==> src/rtl/fmi_tile_loader.sv <==
// FM-input tile loader: streams one tile into the tile RAM, inserting a zero
// row/column on each selected edge. The RAM write port is fully registered.
//   state | meaning
//   IDLE  | waiting for start; checks the requested tile against RAM capacity
//   LOAD  | walking padded positions (channel, then column, then row)
//   FLUSH | final write and done pulse are on the RAM port
module fmi_tile_loader #(
    parameter int PX_W       = 16,
    parameter int FMI_N_ELEM = 4096,
    parameter int DIM_W      = 8
) (
    input  logic                          clk,
    input  logic                          reset,
    input  logic                          start,
    input  logic [DIM_W-1:0]              n_rows,
    input  logic [DIM_W-1:0]              n_cols,
    input  logic [DIM_W-1:0]              n_ch,
    input  logic                          pad_t,
    input  logic                          pad_b,
    input  logic                          pad_l,
    input  logic                          pad_r,
    input  logic [PX_W-1:0]               in_data,
    input  logic                          in_valid,
    output logic                          in_ready,
    output logic [$clog2(FMI_N_ELEM)-1:0] wr_addr,
    output logic [PX_W-1:0]               wr_data,
    output logic                          wr_en,
    output logic                          busy,
    output logic                          done,
    output logic                          err
);
    localparam int AW = $clog2(FMI_N_ELEM);
    localparam int PW = DIM_W + 1;
    localparam int NW = 3 * PW;

    typedef enum logic [1:0] {IDLE, LOAD, FLUSH} state_t;
    state_t state;

    logic [PW-1:0]    r_full;
    logic [PW-1:0]    c_full;
    logic [NW-1:0]    n_full;
    logic             bad_req;

    logic             pad_t_q, pad_b_q, pad_l_q, pad_r_q;
    logic [PW-1:0]    row_last, col_last;
    logic [DIM_W-1:0] ch_last;
    logic [AW-1:0]    addr_last;

    logic [PW-1:0]    row_cnt, col_cnt;
    logic [DIM_W-1:0] ch_cnt;
    logic [AW-1:0]    addr_cnt;

    logic             is_pad;
    logic             advance;

    // Full-width tile size so oversize requests can never alias into range.
    assign r_full  = PW'(n_rows) + PW'(pad_t) + PW'(pad_b);
    assign c_full  = PW'(n_cols) + PW'(pad_l) + PW'(pad_r);
    assign n_full  = NW'(r_full) * NW'(c_full) * NW'(n_ch);
    assign bad_req = (n_rows == '0) || (n_cols == '0) || (n_ch == '0)
                   || (64'(n_full) > 64'(FMI_N_ELEM));

    assign is_pad = (pad_t_q && (row_cnt == '0))
                 || (pad_b_q && (row_cnt == row_last))
                 || (pad_l_q && (col_cnt == '0))
                 || (pad_r_q && (col_cnt == col_last));

    assign advance  = (state == LOAD) && (is_pad || in_valid);
    assign in_ready = (state == LOAD) && !is_pad;
    assign busy     = (state != IDLE);

    always_ff @(posedge clk) begin
        if (reset) begin
            state     <= IDLE;
            pad_t_q   <= 1'b0;
            pad_b_q   <= 1'b0;
            pad_l_q   <= 1'b0;
            pad_r_q   <= 1'b0;
            row_last  <= '0;
            col_last  <= '0;
            ch_last   <= '0;
            addr_last <= '0;
            row_cnt   <= '0;
            col_cnt   <= '0;
            ch_cnt    <= '0;
            addr_cnt  <= '0;
            wr_en     <= 1'b0;
            wr_addr   <= '0;
            wr_data   <= '0;
            done      <= 1'b0;
            err       <= 1'b0;
        end else begin
            wr_en <= 1'b0;
            done  <= 1'b0;
            err   <= 1'b0;
            case (state)
                IDLE: begin
                    if (start) begin
                        pad_t_q   <= pad_t;
                        pad_b_q   <= pad_b;
                        pad_l_q   <= pad_l;
                        pad_r_q   <= pad_r;
                        row_last  <= r_full - PW'(1);
                        col_last  <= c_full - PW'(1);
                        ch_last   <= n_ch - DIM_W'(1);
                        addr_last <= AW'(n_full - NW'(1));
                        row_cnt   <= '0;
                        col_cnt   <= '0;
                        ch_cnt    <= '0;
                        addr_cnt  <= '0;
                        if (bad_req) begin
                            err <= 1'b1;
                        end else begin
                            state <= LOAD;
                        end
                    end
                end
                LOAD: begin
                    if (advance) begin
                        wr_en    <= 1'b1;
                        wr_addr  <= addr_cnt;
                        wr_data  <= is_pad ? '0 : in_data;
                        addr_cnt <= addr_cnt + AW'(1);
                        if (ch_cnt == ch_last) begin
                            ch_cnt <= '0;
                            if (col_cnt == col_last) begin
                                col_cnt <= '0;
                                row_cnt <= row_cnt + PW'(1);
                            end else begin
                                col_cnt <= col_cnt + PW'(1);
                            end
                        end else begin
                            ch_cnt <= ch_cnt + DIM_W'(1);
                        end
                        // done is registered alongside the last write so both land in FLUSH.
                        if (addr_cnt == addr_last) begin
                            done  <= 1'b1;
                            state <= FLUSH;
                        end
                    end
                end
                FLUSH:   state <= IDLE;
                default: state <= IDLE;
            endcase
        end
    end
endmodule

==> config.mk <==
export PLATFORM = sky130hd
export DESIGN_NAME = fmi_tile_loader
export DESIGN_NICKNAME = d
export VERILOG_FILES = /design/src/rtl/fmi_tile_loader.sv
export SDC_FILE = /design/constraint.sdc
export NUM_CORES = 1
export LEC_CHECK = 0
export ABC_AREA = 1
export BUFFER_PORTS_ARGS = -buffer_cell sky130_fd_sc_hd__buf_2
export CORE_ASPECT_RATIO = 1.75
export CORE_MARGIN = 3
export CORE_UTILIZATION = 50
export DETAILED_ROUTE_END_ITERATION = 12
export PLACE_DENSITY = 0.68
export SYNTH_ARGS = -nofsm -noshare
export SYNTH_HDL_FRONTEND = slang
export SYNTH_SLANG_ARGS = --single-unit
==> constraint.sdc <==
create_clock -name clk -period 12.8 [get_ports clk]
set_input_delay 2.56 -clock clk [delete_from_list [all_inputs] [get_ports clk]]
set_output_delay 2.56 -clock clk [all_outputs]
set_load 0.01 [all_outputs]
==> After elaboration in Yosys (flattened, before gate mapping) <==
Cells that the tools add are included.
{ "word_totals": {"memories": 0, "out_inout_bits": 33, "regBits": 113, "mem_bits_rw": 0, "latch_bits": 0, "mem_bits_ro": 0} }
{ "op_classes": {"div": 0, "n_addsub": 12, "reduce_logical": 31, "n_bitwise": 4, "magnitude_cmp": 1, "shift": 0, "n_mux": 25, "eq_ne": 11, "n_mul": 2} }
{ "ops": {"columns": ["operator", "count"], "rows": [
  ["9-bit two-way mux", 7],
  ["9-bit one-hot mux with 2 select lines", 2],
  ["26-bit by 13-bit greater-than comparator with 1-bit output (second input constant)", 1],
  ["18-bit by 8-bit multiplier with 26-bit output", 1],
  ["8-bit logical NOT", 3],
  ["12-bit two-way mux", 2],
  ["8-bit two-way mux", 3],
  ["12-bit one-hot mux with 2 select lines", 1],
  ["8-bit by 1-bit adder with 9-bit output", 2],
  ["9-bit by 1-bit adder with 9-bit output", 2],
  ["9-bit by 1-bit adder with 9-bit output (second input constant)", 2],
  ["9-bit == test", 2],
  ["9-bit logical NOT", 2],
  ["9-bit by 9-bit multiplier with 18-bit output", 1],
  ["9-bit by 1-bit subtractor with 9-bit output (second input constant)", 2],
  ["16-bit two-way mux", 1],
  ["8-bit one-hot mux with 2 select lines", 1],
  ["12-bit by 1-bit adder with 12-bit output (second input constant)", 1],
  ["12-bit == test", 1],
  ["12-bit by 1-bit subtractor with 12-bit output (second input constant)", 1],
  ["8-bit by 1-bit adder with 8-bit output (second input constant)", 1],
  ["8-bit == test", 1],
  ["2-bit two-way mux", 4],
  ["2-bit != test (second input constant)", 4],
  ["other kinds (17)", 38]
]} }

==> Depth between registers and ports, before layout <==
Gate-level depths: netlist of run 1.
{ "depth": {"depth_word": 9, "mapped_depth": 57, "ltp_nobuf": 56} }

==> Worst setup path after synthesis of run 1 <==
Ideal clock, no wire load.
{ "synth_path": {"path_type": "in2reg", "start": "input n_rows[0]", "end": "register err", "setup_ns": 0.128, "cell_stages": 53, "slack_ns": 1.629, "path_buffers": 1, "arrival_ns": 11.043, "required_time_ns": 12.672, "path_cell_list": "inv_1 -> fa_1 -> inv_1 -> ha_1 -> nand2_1 -> nor2_1 -> inv_1 -> o21ai_0 -> and2_1 -> clkbuf_1 -> nand2_1 -> fa_1 -> fa_1 -> fa_1 -> fa_1 -> inv_1 -> ha_1 -> nand2_1 -> (+17 left out) -> fa_1 -> inv_1 -> ha_1 -> nand2_1 -> nor2_1 -> nand2_1 -> nor2_1 -> nor2_1 -> nand2_1 -> nand2_1 -> nand2_1 -> nand2_1 -> nor2_1 -> nand3_1 -> nor2_1 -> nand2_1 -> nand2_1 -> nor2_1"} }
{ "synth_between": {"elab_chain_cells": 7, "word_cells_on_any_way": 10} }
{ "synth_lines": {"columns": ["element", "line_no", "rtl"], "rows": [
  ["start: declaration", "15", "input logic [DIM_W-1:0] n_rows,"],
  ["8-bit by 1-bit adder with 9-bit output", "57", "assign r_full = PW'(n_rows) + PW'(pad_t) + PW'(pad_b);"],
  ["9-bit by 1-bit adder with 9-bit output", "57", null],
  ["9-bit by 9-bit multiplier with 18-bit output", "59", "assign n_full = NW'(r_full) * NW'(c_full) * NW'(n_ch);"],
  ["18-bit by 8-bit multiplier with 26-bit output", "59", null],
  ["26-bit by 13-bit greater-than comparator with 1-bit output", "61", "|| (64'(n_full) > 64'(FMI_N_ELEM));"],
  ["1-bit logical OR *", "61", null],
  ["1-bit two-way mux *", "111", "if (bad_req) begin"],
  ["end signal: assignment", "91", "err <= 1'b0;"],
  ["end signal: assignment", "95", "err <= 1'b0;"],
  ["end signal: assignment", "112", "err <= 1'b1;"],
  ["end: declaration", "30", "output logic err"]
]} }
Every way passes the cells marked *; elsewhere a longest branch is shown, timed or not.
A chain may end at the register's enable or synchronous reset.

==> Worst setup path in the final report of run 1 <==
{ "layout_path": {"start": "input n_rows[0]", "end": "register state[0]"} }
{ "layout_between": {"elab_chain_cells": 8, "word_cells_on_any_way": 11} }
{ "layout_lines": {"columns": ["element", "line_no", "rtl"], "rows": [
  ["8-bit by 1-bit adder with 9-bit output", "57", null],
  ["9-bit by 1-bit adder with 9-bit output", "57", null],
  ["9-bit by 9-bit multiplier with 18-bit output", "59", null],
  ["18-bit by 8-bit multiplier with 26-bit output", "59", null],
  ["26-bit by 13-bit greater-than comparator with 1-bit output", "61", null],
  ["1-bit logical OR *", "61", null],
  ["2-bit != test (no line) *", null, null],
  ["4-bit AND reduction (no line) *", null, null],
  ["end signal: assignment", "74", "state <= IDLE;"],
  ["end signal: assignment", "114", "state <= LOAD;"],
  ["end signal: assignment", "138", "state <= FLUSH;"],
  ["end: declaration", "37", "state_t state;"]
]} }
Marked as above.

==> flow_metrics.env, run 1 <==
export IMPL_outcome="finished, final reports clean"
export IMPL_holdBufCountCts=0
export IMPL_wl_met3_mm=1.38
export IMPL_start_util_pct=51.3
export IMPL_synth_top_area_share_pct=22.1
export IMPL_worst_path_most_repeated_cell="inv_1"
export IMPL_ys_seq_elements=113
export IMPL_wl_mm=34.4
export IMPL_cts_tree="yes"
export IMPL_synth_edf_count=0
export IMPL_num_rows=78
export IMPL_yosysTopAreaCell="fa_1"
export IMPL_worst_pin_slew_ps=1000
export IMPL_grt_pass1_wl_mm=58.0
export IMPL_drt_drc_violations_left=0
export IMPL_htreeDepth=4
export IMPL_io_buffer_count=80
export IMPL_synthFlopType="dfxtp_1"
export IMPL_avgSynthCellArea_um2=7.06
export IMPL_wire_per_inst_um=15.1
export IMPL_die_area_mm2=0.0289
export IMPL_firstDrtPassIters=5
export IMPL_synthesis_nets=2194
export IMPL_worstSetupPathType="input port to flop"
export IMPL_antenna_found_initial=0
export IMPL_synth_distinct_cells=52
export IMPL_clk_transition_reported_paths_ps=60
export IMPL_grt_max_degree=50
export IMPL_die_h_um=223
export IMPL_met2_length_mm=18.5
export IMPL_crit_required_ps=13150
export IMPL_arrival_ps=12030
export IMPL_critical_path_buf_inv_count=12
export IMPL_r2r_cells=14
export IMPL_io_pins=81
export IMPL_ys_warn_count=0
export IMPL_cpMaxStageDelayCell="fa_1"
export IMPL_post_cts_resized=0
export IMPL_fin_nets=2238
export IMPL_whs_path_depth=2
export IMPL_dr_max_layer_used="met4"
export IMPL_hold_path_class="flop to flop"
export IMPL_clk_path_buf_depth=2
export IMPL_hp_start="wr_data[11]$_SDFFE_PP0P_"
export IMPL_syn_inst=1901
export IMPL_crit_family="adder cells"
export IMPL_skew_ps=14.3
export IMPL_die_w_um=130
export IMPL_wl_met1_mm=12.7
export IMPL_critical_path_max_stage_delay_ps=550
export IMPL_nFillCells=2580
export IMPL_core_mm2=0.0262
export IMPL_reg2reg_from="row_cnt[0]$_SDFFE_PP0P_"
export IMPL_area_growth_pct=9.17
export IMPL_hold_viol=0
export IMPL_endpoint_kind="flop"
export IMPL_crit_start="n_rows[0]"
export IMPL_drv_slew=0
export IMPL_cp_max_fo=6
export IMPL_synthArstFlopShare_pct=0
export IMPL_ff2ff_setup_slack_ps=9810
export IMPL_fin_tns_setup_ps=0
export IMPL_post_cts_buffers=0
export IMPL_clock_sinks=113
export IMPL_rsz0062_at_grt="no"
export IMPL_worst_r2r_endpoint="ch_cnt[7]$_SDFFE_PP0P_"
export IMPL_drtIter0Drc=697
export IMPL_relSlewSlack_pct=33.1
export IMPL_max_freq_mhz=85.6
export IMPL_drive_above_1_share_pct=7.30
export IMPL_place_gp_congestion=0.898
export IMPL_whs_endpoint="wr_data[11]$_SDFFE_PP0P_"
export IMPL_antenna_left=0
export IMPL_synth_area_mm2=0.0134
export IMPL_grt_pass1_vias=12400
export IMPL_grt_usage_pct=24.9
export IMPL_grt_overflow_total=0
export IMPL_n_antenna_cell=0
export IMPL_routed_via_density=5.39
export IMPL_yosysSeqAreaShare_pct=16.9
export IMPL_vias=12300
export IMPL_cts_root_buf="clkbuf_16"
export IMPL_setup_violations=0
export IMPL_layout_min_cycle_time_ps=11680
export IMPL_mostFrequentLayoutCells="nand2_1 (447), inv_1 (362), nor2_1 (207), fa_1 (148), dfxtp_1 (113)"
export IMPL_synth_area_leaders="fa_1 (22%), dfxtp_1 (17%), nand2_1 (13%)"
export IMPL_numCtsBuffers=17
export IMPL_layout_commonest_cell="nand2_1"
export IMPL_fin_crit_sh_pct=91.3
export IMPL_dpl_hpwl_mm=28.3
export IMPL_max_cap_violations=0
export IMPL_crit_path_start_kind="input port"
export IMPL_clock_latency_ps=430
-- routing by layer --
layer  global-route usage, %  vias to the layer above
met5                       0                        -
met4                    13.9                        0
met3                    2.55                      127
met2                    46.8                      370
met1                    26.1                     5821
li1                        -                     5968
-- area by class of cell --
cell class / instances / area (um2) / share of cell area (%)
sequential: 113 / 2260 / 15.5
multi-input combinational: 1355 / 9440 / 64.5
inverter: 374 / 1410 / 9.61
timing repair buffer: 84 / 430 / 2.94
tap: 320 / 400 / 2.73
clock inverter: 9 / 225 / 1.54
clock buffer: 23 / 478 / 3.26
-- through the flow --
stage / hold slack, ps / cell area [um2] / std cells / setup WS, ps / utilization [%]
after detailed placement: 452 / 13900 / 2246 / 699 / 53.3
after global routing: 484 / 14600 / 2278 / 262 / 56.0
after floorplan: 419 / 13400 / 1901 / 1630 / -
after CTS: 462 / 14600 / 2278 / 1120 / 56.0
after global placement: 449 / 13900 / 2246 / 719 / 53.3
final: 457 / 14600 / 2278 / 1120 / 56.0
-- cells in the mapped netlist, types with 4 or more instances --
| library cell | count |
|---|---|
| a21oi_1 | 92 |
| a22o_1 | 6 |
| a31oi_1 | 6 |
| buf_2 | 11 |
| buf_6 | 4 |
| clkbuf_1 | 38 |
| clkinv_1 | 4 |
| dfxtp_1 | 113 |
| fa_1 | 148 |
| ha_1 | 97 |
| inv_1 | 362 |
| inv_2 | 6 |
| nand2_1 | 447 |
| nand3_1 | 85 |
| nand3b_1 | 10 |
| nand4_1 | 30 |
| nor2_1 | 207 |
| nor3_1 | 20 |
| nor3_2 | 4 |
| nor4_1 | 15 |
| o21ai_0 | 62 |
| o21bai_1 | 5 |
| o22ai_1 | 11 |
| or2_2 | 5 |
| xnor2_1 | 17 |
| xor2_1 | 52 |
-- cells by family after synthesis --
| group | share of synthesized area, % |
|---|---|
| AND/OR/NAND/NOR | 26.4 |
| flip-flops | 16.9 |
| adder cells (fa/ha/maj) | 31.1 |
| buffers and inverters | 12.8 |
| XOR/XNOR | 4.51 |
| AO/OA/AOI/OAI | 8.29 |
-- worst register-to-register path, stage by stage, from the launching register on --
cell and delay [ps]:
dfxtp_1 420, inv_1 130, ha_1 200, nor3b_1 130, nand4_1 110, nand2_1 100
nor2_4 120, nand3_2 140, nand2_4 260, nand2_4 310, nand2_1 470, nand2_1 200
inv_1 180, nand2_1 70, nor2_1 80
-- sequential cells by signal, indices dropped and copies added, names as in the netlist, 2 cells and up --
name       flops
addr_cnt      12
addr_last     12
ch_cnt         8
ch_last        8
col_cnt        9
col_last       9
row_cnt        9
row_last       9
state          2
wr_addr       12
wr_data       16
-- how the worst max path moves through the flow --
stage / end / slack (ps) / cells past startpoint
after floorplan: err$_SDFF_PP0_ / 1630 / 53
after global placement: err$_SDFF_PP0_ / 720 / 53
after detailed placement: err$_SDFF_PP0_ / 700 / 53
after CTS: err$_SDFF_PP0_ / 1120 / 53
after global routing: err$_SDFF_PP0_ / 260 / 53
final: state[0]$_SDFFE_PP0P_ / 1120 / 52
Power of run 1 is left out: the tool's default activity adds up to more than one toggle a clock period on the data nets, which glitch-free logic cannot reach.
==> inputs of run 2 (changes only) <==
- CORE_UTILIZATION: 50 -> 25
- PLACE_DENSITY: 0.68 -> not set
==> run 2 against run 1 <==
  * Critical path depth shrank 4
  * Setup slack lost 84 ps
  * Via count shrank 2.4%
  * Global-route usage shrank 11 points
  * Largest cell class unchanged
  * Highest routed layer is now met5
==> flow_metrics.env, run 2 (synthesis results as in run 1) <==
export IMPL_outcome="finished, final reports clean"
export IMPL_dpl_hpwl_mm=31.9
export IMPL_drv_slew=0
export IMPL_die_area_mm2=0.0566
export IMPL_whs_endpoint="wr_data[14]$_SDFFE_PP0P_"
export IMPL_worst_hold_slack_ps=456
export IMPL_crit_path_start_kind="input port"
export IMPL_crit_required_ps=13150
export IMPL_worstSetupPathType="input port to flop"
export IMPL_drive_above_1_share_pct=7.68
export IMPL_die_w_um=181
export IMPL_critical_path_max_stage_delay_ps=550
export IMPL_fin_tns_setup_ps=0
export IMPL_core_mm2=0.0528
export IMPL_holdBufCountCts=0
export IMPL_place_gp_congestion=0.935
export IMPL_worst_path_most_repeated_cell="nand2_1"
export IMPL_die_h_um=312
export IMPL_endpoint_kind="flop"
export IMPL_clock_latency_ps=420
export IMPL_dp_worst_setup_slack_ps=608
export IMPL_drtIter0Drc=566
export IMPL_num_rows=111
export IMPL_io_buffer_count=80
export IMPL_hold_path_class="flop to flop"
export IMPL_worst_pin_slew_ps=988
export IMPL_worst_r2r_endpoint="ch_cnt[2]$_SDFFE_PP0P_"
export IMPL_cts_tree="yes"
export IMPL_reg2reg_from="row_cnt[0]$_SDFFE_PP0P_"
export IMPL_whs_path_depth=2
export IMPL_numCtsBuffers=17
export IMPL_clock_sinks=113
export IMPL_firstDrtPassIters=5
export IMPL_post_cts_buffers=0
export IMPL_area_growth_pct=12.2
export IMPL_grt_max_degree=50
export IMPL_rsz0062_at_grt="no"
export IMPL_arrival_ps=12110
export IMPL_antenna_left=0
export IMPL_grt_overflow_total=0
export IMPL_setup_violations=0
export IMPL_clk_path_buf_depth=2
export IMPL_wl_mm=38.7
export IMPL_vias=12000
export IMPL_cp_max_fo=9
export IMPL_grt_pass1_vias=12400
export IMPL_nFillCells=5834
export IMPL_routed_via_density=4.53
export IMPL_cpMaxStageDelayCell="fa_1"
export IMPL_wire_per_inst_um=14.6
export IMPL_largest_reg_flops=16
export IMPL_fin_crit_sh_pct=91.9
export IMPL_hp_start="wr_data[14]$_SDFFE_PP0P_"
export IMPL_grt_usage_pct=13.8
export IMPL_layout_commonest_cell="nand2_1"
export IMPL_max_cap_violations=0
export IMPL_post_cts_resized=0
export IMPL_skew_ps=6.57
export IMPL_antenna_found_initial=5
export IMPL_fin_nets=2247
export IMPL_io_pins=81
export IMPL_cts_root_buf="clkbuf_16"
export IMPL_r2r_cells=14
export IMPL_hold_viol=0
export IMPL_drt_drc_violations_left=0
export IMPL_relSlewSlack_pct=34.0
export IMPL_clk_transition_reported_paths_ps=60
export IMPL_start_util_pct=25.4
export IMPL_regMostFlops="wr_data"
export IMPL_setup_slack_ps=1040
export IMPL_ff2ff_setup_slack_ps=9830
export IMPL_layout_min_cycle_time_ps=11760
export IMPL_htreeDepth=4
export IMPL_max_freq_mhz=85.0
export IMPL_grt_pass1_wl_mm=63.0
export IMPL_mostFrequentLayoutCells="nand2_1 (447), inv_1 (362), nor2_1 (207), fa_1 (148), dfxtp_1 (113)"
[run 2: cell types whose count changed in the layout (fill, tap and decap cells not counted)]
cell and change:
buf_4 +9, bufinv_16 -4, clkinv_2 +3, diode_2 +3, clkbuf_8 -2, clkinv_4 +1, clkinvlp_4 +1
[run 2: area by class of cell]
class	instances	area [um2]	area share, %
clock buffers	21	450	2.99
multi-input cells	1355	9440	62.7
well taps	678	848	5.64
repair buffers	93	498	3.31
clock inverters	10	136	0.906
inverters	374	1410	9.35
diodes	3	7.51	0.0499
flip-flops and latches	113	2260	15.0
[run 2: through the flow]
stage / util (%) / std cells / instance area, um2
2_1_floorplan: - / 1901 / 13400
3_3_place_gp: 27.4 / 2613 / 14500
3_5_place_dp: 27.4 / 2613 / 14500
4_1_cts: 28.5 / 2644 / 15000
5_1_grt: 28.5 / 2644 / 15000
6_report: 28.5 / 2647 / 15000
[run 2: worst max-delay path by stage]
stage / startpoint / end / slack (ps) / depth (start not counted)
4_1_cts: n_rows[0] / state[0]$_SDFFE_PP0P_ / 1040 / 48
3_5_place_dp: n_rows[0] / state[0]$_SDFFE_PP0P_ / 610 / 48
3_3_place_gp: n_rows[0] / err$_SDFF_PP0_ / 670 / 50
2_1_floorplan: n_rows[0] / err$_SDFF_PP0_ / 1630 / 53
5_1_grt: n_rows[0] / state[0]$_SDFFE_PP0P_ / 210 / 51
6_report: n_rows[0] / state[0]$_SDFFE_PP0P_ / 1040 / 48
[run 2: critical path: cells and delay by family]
kind | cells | cell delay [ps]
AOI/OAI and AO/OA | 7 | 1140
buffers and inverters | 11 | 950
adders and majority gates | 12 | 5430
and+or+nand+nor | 18 | 2040
[run 2: layer usage]
metal	part of all wire [%]	routed length, um	track usage, %	vias up
met5	0.11	42	0	-
met4	6.4	2500	8.49	6
met3	3.9	1500	2.24	104
met2	54	21100	26.7	279
met1	35	13700	13.4	5632
li1	-	-	-	5975
Power of run 2 is left out for the same reason.
==> inputs of run 3 (changes only) <==
- RECOVER_POWER: not set -> 25
==> run 3 against run 2 <==
  * Utilization is 0.069 points lower
  * Wire length is 0.16% higher
  * Clock skew is essentially flat
  * Setup slack worse by 10 ps
  * Cell area fell by 0.24%
  * Global-route usage unchanged
  * Sequential share of layout area barely moved
  * Critical endpoint unchanged
==> flow_metrics.env, run 3 (synthesis results as in run 1) <==
export IMPL_outcome="finished, final reports clean"
export IMPL_core_mm2=0.0528
export IMPL_largest_reg_flops=16
export IMPL_arrival_ps=12130
export IMPL_wl_mm=38.8
export IMPL_io_buffer_count=80
export IMPL_layout_min_cycle_time_ps=11770
export IMPL_max_cap_violations=0
export IMPL_dpl_hpwl_mm=31.9
export IMPL_mostFrequentLayoutCells="nand2_1 (448), inv_1 (362), nor2_1 (207), fa_1 (148), dfxtp_1 (113)"
export IMPL_grt_pass1_vias=12400
export IMPL_relSlewSlack_pct=34.1
export IMPL_instances_no_fill=2647
export IMPL_grt_usage_pct=13.8
export IMPL_fin_nets=2247
export IMPL_numCtsBuffers=17
export IMPL_place_gp_congestion=0.935
export IMPL_io_pins=81
export IMPL_critical_path_max_stage_delay_ps=550
export IMPL_clk_transition_reported_paths_ps=60
export IMPL_antenna_found_initial=5
export IMPL_start_util_pct=25.4
export IMPL_cts_tree="yes"
export IMPL_htreeDepth=4
export IMPL_worst_pin_slew_ps=988
export IMPL_hold_viol=0
export IMPL_regMostFlops="wr_data"
export IMPL_wire_per_inst_um=14.7
export IMPL_worstSetupPathType="input port to flop"
export IMPL_drt_drc_violations_left=0
export IMPL_grt_overflow_total=0
export IMPL_antenna_left=0
export IMPL_firstDrtPassIters=5
export IMPL_cp_max_fo=9
export IMPL_fin_crit_sh_pct=92.0
export IMPL_worst_path_most_repeated_cell="nand2_1"
export IMPL_rsz0062_at_grt="no"
export IMPL_endpoint_kind="flop"
export IMPL_layout_commonest_cell="nand2_1"
export IMPL_num_rows=111
export IMPL_die_w_um=181
export IMPL_die_area_mm2=0.0566
export IMPL_crit_required_ps=13150
export IMPL_skew_ps=6.42
export IMPL_setup_violations=0
export IMPL_area_growth_pct=11.9
export IMPL_setup_slack_ps=1030
export IMPL_dp_worst_setup_slack_ps=608
export IMPL_clock_latency_ps=420
export IMPL_dp_cells=2613
export IMPL_cts_root_buf="clkbuf_16"
export IMPL_vias=12000
export IMPL_routed_via_density=4.53
export IMPL_clock_sinks=113
export IMPL_grt_pass1_wl_mm=63.0
export IMPL_hold_path_class="flop to flop"
export IMPL_post_cts_buffers=0
export IMPL_holdBufCountCts=0
export IMPL_clk_path_buf_depth=2
export IMPL_drive_above_1_share_pct=6.61
export IMPL_post_cts_resized=0
export IMPL_crit_path_start_kind="input port"
export IMPL_fin_tns_setup_ps=0
export IMPL_grt_max_degree=50
export IMPL_max_freq_mhz=84.9
export IMPL_drv_slew=0
export IMPL_die_h_um=312
export IMPL_cpMaxStageDelayCell="fa_1"
export IMPL_drtIter0Drc=560
-- run 3: cell count changes in the layout (fill, tap and decap cells not counted) --
cell      before  now
nand3_1       85   86
clkbuf_1       3   22
nand2_4        2    1
nand2_1      447  448
nand3_2        2    1
buf_2         80   61
-- run 3: metal layers --
metal  vias up  GRT usage, %  wire [um]
met2       279          26.7      21100
met3       104          2.24       1520
met1      5619          13.4      13700
met4         6          8.49       2500
li1       5977             -          -
met5         -             0         42
-- run 3: layout make-up --
cell class / count / area [um2]
fill: 5840 / 37800
multi-input combinational: 1355 / 9430
clock inverter: 10 / 136
clock buffer: 21 / 450
antenna: 3 / 7.51
tap: 678 / 848
timing repair buffer: 93 / 474
sequential: 113 / 2260
inverter: 374 / 1410
-- run 3: worst paths after layout --
check                                start                        to  slack, ps  cells past startpoint
setup reg to reg   row_cnt[0]$_SDFFE_PP0P_    ch_cnt[2]$_SDFFE_PP0P_       9260                     14
setup / recovery                 n_rows[0]     state[0]$_SDFFE_PP0P_       1030                     48
hold / removal    wr_data[14]$_SDFFE_PP0P_  wr_data[14]$_SDFFE_PP0P_        460                      2
hold reg to reg   wr_data[14]$_SDFFE_PP0P_  wr_data[14]$_SDFFE_PP0P_        460                      2
-- run 3: stage by stage --
stage | hold WS [ps] | cell area [um2] | util [%]
3_5_place_dp | 452 | 14500 | 27.4
4_1_cts | 460 | 15000 | 28.5
6_report | 459 | 15000 | 28.4
2_1_floorplan | 419 | 13400 | -
5_1_grt | 477 | 15000 | 28.4
3_3_place_gp | 450 | 14500 | 27.4
-- run 3: critical path, delay by kind of cell --
kind,cells,cell delay (ps)
AOI/OAI and AO/OA,7,1140
adders and majority gates,12,5430
buffers and inverters,11,950
and+or+nand+nor,18,2050
Power of run 3 is left out for the same reason.
